### config.mk
export PLATFORM = sky130hd
export DESIGN_NAME = event_encoder_16_4_flat
export DESIGN_NICKNAME = d
export VERILOG_FILES = /design/src/rtl/event_encoder_16_4_if.sv /design/src/rtl/event_encoder_16_4.sv /design/src/flat_wrapper.sv
export SDC_FILE = /design/constraint.sdc
export NUM_CORES = 1
export LEC_CHECK = 0
export CORE_MARGIN = 2
export CORE_UTILIZATION = 50
export CTS_BUF_LIST = sky130_fd_sc_hd__clkbuf_8
export CTS_CLUSTER_DIAMETER = 50
export DETAILED_ROUTE_END_ITERATION = 8
export PLACE_DENSITY = 0.81
export SYNTH_ARGS = -nofsm -noshare
export SYNTH_HDL_FRONTEND = slang
export SYNTH_SLANG_ARGS = --single-unit
### constraint.sdc
create_clock -name clk -period 3.4 [get_ports clk]
set_input_delay 1.02 -clock clk [delete_from_list [all_inputs] [get_ports clk]]
set_output_delay 1.02 -clock clk [all_outputs]
set_load 0.05 [all_outputs]
### src/rtl/event_encoder_16_4_if.sv
// event_encoder_16_4_if
// Groups the request side (en, clr, req) and the code output side
// (code, valid, ready, plus the pend/overflow/busy status) of the
// 16-to-4 event encoder into one bundle.
//   master : drives en, clr, req, ready; observes code, valid, pend,
//            overflow, busy (event source / consumer side)
//   slave  : the encoder itself
interface event_encoder_16_4_if;
    logic        en;
    logic        clr;
    logic [15:0] req;
    logic        ready;
    logic [3:0]  code;
    logic        valid;
    logic [15:0] pend;
    logic        overflow;
    logic        busy;

    modport master (
        output en, clr, req, ready,
        input  code, valid, pend, overflow, busy
    );

    modport slave (
        input  en, clr, req, ready,
        output code, valid, pend, overflow, busy
    );
endinterface

### src/rtl/event_encoder_16_4.sv
// event_encoder_16_4
// Captures 16 level-sampled request lines into a pending register and
// hands their indices out one per cycle, highest index first, through a
// registered valid/ready output stage. A request on an index that is
// still outstanding (pending, or held unconsumed in the output stage)
// sets a sticky overflow flag instead of being queued twice.
// Ports:
//   clk    : rising-edge clock
//   reset  : asynchronous active-high reset, clears all state
//   bus    : slave side of event_encoder_16_4_if
//            en/clr/req/ready in, code/valid/pend/overflow/busy out
module event_encoder_16_4 (
    input  logic                 clk,
    input  logic                 reset,
    event_encoder_16_4_if.slave  bus
);

    logic [15:0] pend_q, pend_d;
    logic [3:0]  code_q, code_d;
    logic        valid_q, valid_d;
    logic        ovf_q, ovf_d;

    logic        take;
    logic        load;
    logic [3:0]  sel;
    logic [15:0] loadMask;
    logic [15:0] reqEn;
    logic [15:0] dupMask;

    // A transfer happens whenever the held code is accepted; the stage can
    // be refilled whenever it is empty or being emptied this same cycle,
    // which is what lets codes stream out back-to-back.
    assign take  = valid_q & bus.ready;
    assign load  = (~valid_q | bus.ready) & (|pend_q);
    assign reqEn = bus.en ? bus.req : 16'h0000;

    // Fixed-priority selection of the highest pending index. Scanning
    // upwards lets the last hit (the highest bit) win.
    always_comb begin
        sel = 4'd0;
        for (int i = 0; i < 16; i++) begin
            if (pend_q[i]) begin
                sel = 4'(i);
            end
        end
    end

    assign loadMask = load ? (16'h0001 << sel) : 16'h0000;

    // An index is outstanding if it is still pending and not leaving the
    // pending register now, or if it sits in the output stage and is not
    // being consumed now. Requests on such an index are duplicates; the
    // index being loaded or taken this cycle counts as free again.
    always_comb begin
        dupMask = 16'h0000;
        for (int i = 0; i < 16; i++) begin
            dupMask[i] = (pend_q[i] & ~loadMask[i])
                       | (valid_q & ~take & (code_q == 4'(i)));
        end
    end

    // Next-state logic. Clear wins over everything, including a pending
    // handshake. Otherwise the loaded bit leaves the pending register,
    // fresh non-duplicate requests join it (a request on the bit being
    // loaded is kept), and duplicates only raise the sticky flag.
    always_comb begin
        pend_d  = pend_q;
        code_d  = code_q;
        valid_d = valid_q;
        ovf_d   = ovf_q;
        if (bus.clr) begin
            pend_d  = 16'h0000;
            code_d  = 4'd0;
            valid_d = 1'b0;
            ovf_d   = 1'b0;
        end else begin
            pend_d = (pend_q & ~loadMask) | (reqEn & ~dupMask);
            ovf_d  = ovf_q | (|(reqEn & dupMask));
            if (load) begin
                code_d  = sel;
                valid_d = 1'b1;
            end else if (take) begin
                valid_d = 1'b0;
            end
        end
    end

    // State registers with asynchronous reset back to the empty state.
    always_ff @(posedge clk or posedge reset) begin
        if (reset) begin
            pend_q  <= 16'h0000;
            code_q  <= 4'd0;
            valid_q <= 1'b0;
            ovf_q   <= 1'b0;
        end else begin
            pend_q  <= pend_d;
            code_q  <= code_d;
            valid_q <= valid_d;
            ovf_q   <= ovf_d;
        end
    end

    assign bus.code     = code_q;
    assign bus.valid    = valid_q;
    assign bus.pend     = pend_q;
    assign bus.overflow = ovf_q;
    assign bus.busy     = valid_q | (|pend_q);

endmodule

### src/flat_wrapper.sv
// flat-port wrapper written by rule: the top's interface ports become plain ports
module event_encoder_16_4_flat 
  (clk, reset, bus_en, bus_clr, bus_req, bus_ready, bus_code, bus_valid, bus_pend, bus_overflow, bus_busy);
  event_encoder_16_4_if bus_i ();
  input  logic clk;
  input  logic reset;
  input wire logic [$bits(bus_i.en)-1:0] bus_en;
  input wire logic [$bits(bus_i.clr)-1:0] bus_clr;
  input wire logic [$bits(bus_i.req)-1:0] bus_req;
  input wire logic [$bits(bus_i.ready)-1:0] bus_ready;
  output wire logic [$bits(bus_i.code)-1:0] bus_code;
  output wire logic [$bits(bus_i.valid)-1:0] bus_valid;
  output wire logic [$bits(bus_i.pend)-1:0] bus_pend;
  output wire logic [$bits(bus_i.overflow)-1:0] bus_overflow;
  output wire logic [$bits(bus_i.busy)-1:0] bus_busy;
  assign bus_i.en = bus_en;
  assign bus_i.clr = bus_clr;
  assign bus_i.req = bus_req;
  assign bus_i.ready = bus_ready;
  assign bus_code = bus_i.code;
  assign bus_valid = bus_i.valid;
  assign bus_pend = bus_i.pend;
  assign bus_overflow = bus_i.overflow;
  assign bus_busy = bus_i.busy;
  event_encoder_16_4 u_core (.clk(clk), .reset(reset), .bus(bus_i));
endmodule
==> flow_summary.json <==
{
  "outcome": "finished clean",
  "remaining_drc_errors": 0,
  "cts_tree": "yes",
  "synthFlopType": "dfrtp_1",
  "n_antenna_cell": 0,
  "synthCells": 211,
  "drtPass1Iterations": 5,
  "avgSynthCellArea_um2": 7.60,
  "grt_max_degree": 23,
  "rsz0062_at_grt": "false",
  "rows": 20,
  "path_class": "flip-flop to output pin",
  "synthArstFlopShare": 1.00,
  "synth_common_cells": "32 x nand2_1, 26 x a21oi_1, 22 x dfrtp_1, 19 x nand3_1, 18 x nor2_1",
  "start_util": 0.525,
  "p_total_mw": 0.890,
  "grt_overflow_total": 0,
  "wirelength_mm": 5.34,
  "hold_path.class": "flip-flop to flip-flop",
  "antenna_found_initial": 0,
  "coreArea_mm2": 0.00305,
  "cp_max_fo": 5,
  "die_x_um": 60.6,
  "cpPeakStageDelay_ns": 0.52,
  "syn_area_mm2": 0.00160,
  "clock_tree.htree_level_count": 1,
  "cts.clk_slew.worst_paths_ns": 0.08,
  "p_per_area_mw_per_mm2": 404,
  "grt_pass1_wl_mm": 8.71,
  "synth_top_area_cell": "dfrtp_1",
  "critPathSlowestCell": "nor4_1",
  "pin_count": 44,
  "gp_congestion": 0.991,
  "synth-edff-count": 0,
  "die-area_mm2": 0.00368,
  "area_delta_synth_final_pct": 37.3,
  "required_ns": 2.38,
  "cts.sinks": 22,
  "path_cells": "nor4_1, nand3_1, or3_1, dlygate4sd2_1",
  "synth.top_cell.area_share": 0.343,
  "setup_tns_ns": 0,
  "endpoint_kind": "output pin",
  "die_h_um": 60.6,
  "final_cells": 305,
  "p_leak_nw": 0.891,
  "clkLatencyLatePin_ns": 0.26,
  "cts_buffers": 3,
  "setup_viol": 0,
  "vdd_drop_max_mv": 0.341,
  "root_buffer": "clkbuf_8",
  "ys_types": 47,
  "grt_pass1_vias": 1704,
  "finalMaxSlewViolations": 0,
  "vias_per_cell": 6.22,
  "ys_seq_area_frac": 0.343,
  "fin_nets": 283,
  "period_needed_ns": 3.27,
  "holdBufCountCts": 0,
  "hpwl_mm": 4.07,
  "syn_nets": 232,
  "yosysMostFrequentCell": "nand2_1",
  "tightest_slew_ns": 0.886,
  "fmax_ghz": 0.306,
  "dp.cells": 301,
  "skew_ns": 0.00226,
  "ant_nets": 0,
  "relSlewSlack": 0.409,
  "ys_ff_latch": 22,
  "drive_above_1_share": 0.0881,
  "grt_usage": 0.321,
  "finalCritPeriodShare": 0.961,
  "drtIter0Drc": 173,
  "worst_ep_arrival_time_ns": 2.25,
  "max-cap-violations": 0,
  "io_buffers": 43,
  "dr_total_vias": 1896,
  "synthTopCellsByArea": "dfrtp_1 34%, a21oi_1 8.1%, nand2_1 7.5%",
  "wire_per_inst_um": 17.5,
  "cts_buffer_depth": 2,
  "hold_viol": 0,
  "startpoint_type": "flip-flop",
  "ys_warn_count": 0
}
-- layout make-up --
class,instances,area (µm²)
repair buffers,56,527
well taps,44,55.1
fillers,268,851
flip-flops and latches,22,551
inverters,6,22.5
clock buffers,4,55.1
multi-input cells,173,992
-- path summary, 6_finish.rpt --
path	start	endpoint	slack, ns	depth (start not counted)
max in group asynchronous	reset	u_core.bus.pend[6]	1.62	2
setup / recovery	u_core.bus.pend[3]	bus_busy	0.13	4
min in group asynchronous	reset	u_core.bus.pend[15]	1.24	2
hold reg to reg	u_core.bus.overflow	u_core.bus.overflow	0.56	2
setup reg to reg	u_core.bus.pend[12]	u_core.bus.overflow	0.99	8
hold / removal	u_core.bus.overflow	u_core.bus.overflow	0.56	2
-- sequential cells by signal, summed over array words and instances (netlist names) --
name                 cells
u_core.bus.valid         1
u_core.bus.pend         16
u_core.bus.overflow      1
u_core.bus.code          4
-- metrics by stage --
stage          setup slack [ns]   util  hold slack (ns)  cell area (µm²)
2_1_floorplan             0.634      -            0.807             1600
3_3_place_gp              0.159  0.704            0.535             2150
3_5_place_dp              0.142  0.704            0.546             2150
4_1_cts                   0.189  0.721            0.564             2200
5_1_grt                  0.0537  0.721            0.616             2200
6_report                  0.133  0.721            0.564             2200
-- cell usage in the layout (no fill, tap or decap), types with 4 or more instances in the layout --
cell type / instances
a21oi_1: 26
buf_4: 13
clkbuf_8: 4
clkdlybuf4s50_1: 42
dfrtp_1: 22
inv_1: 6
nand2_1: 32
nand2b_1: 7
nand3_1: 19
nor2_1: 18
nor2b_1: 4
nor4_1: 4
o211ai_1: 7
o21ai_0: 11
-- repair_timing --
item | 4_1_cts | 5_1_grt
setup endpoints to repair | 1 | 0
buffers inserted | 0 | 0
resized for setup | 1 | 0
-- per-layer routing --
| metal | vias up | part of all wire | track usage |
|---|---|---|---|
| li1 | 889 | - | - |
| met4 | 0 | 0.022 | 0.0932 |
| met2 | 108 | 0.45 | 0.482 |
| met5 | - | 0 | 0 |
| met1 | 885 | 0.44 | 0.481 |
| met3 | 14 | 0.089 | 0.0448 |
-- power by group --
group / switching [mW] / internal (mW) / total [mW]
clock network: 0.0879 / 0.103 / 0.191
logic: 0.236 / 0.140 / 0.377
registers: 0.0389 / 0.283 / 0.322
total: 0.363 / 0.527 / 0.890
-- critical path: cells and delay by family (launching register included) --
family / cells / cell delay, ns
buffers and inverters: 1 / 0.43
DFF: 1 / 0.46
and+or+nand+nor: 3 / 1.10
-- logic make-up (layout without fill, tap and decap cells) --
logic type             Yosys count  in the layout  synth area share
AO/OA/AOI/OAI                   70             70             0.283
AND/OR/NAND/NOR                102            102             0.329
multiplexers                     1              1           0.00624
buffers and inverters           16             66            0.0382
flip-flops                      22             22             0.343
Note: power is estimated with default switching activity, not from simulation.
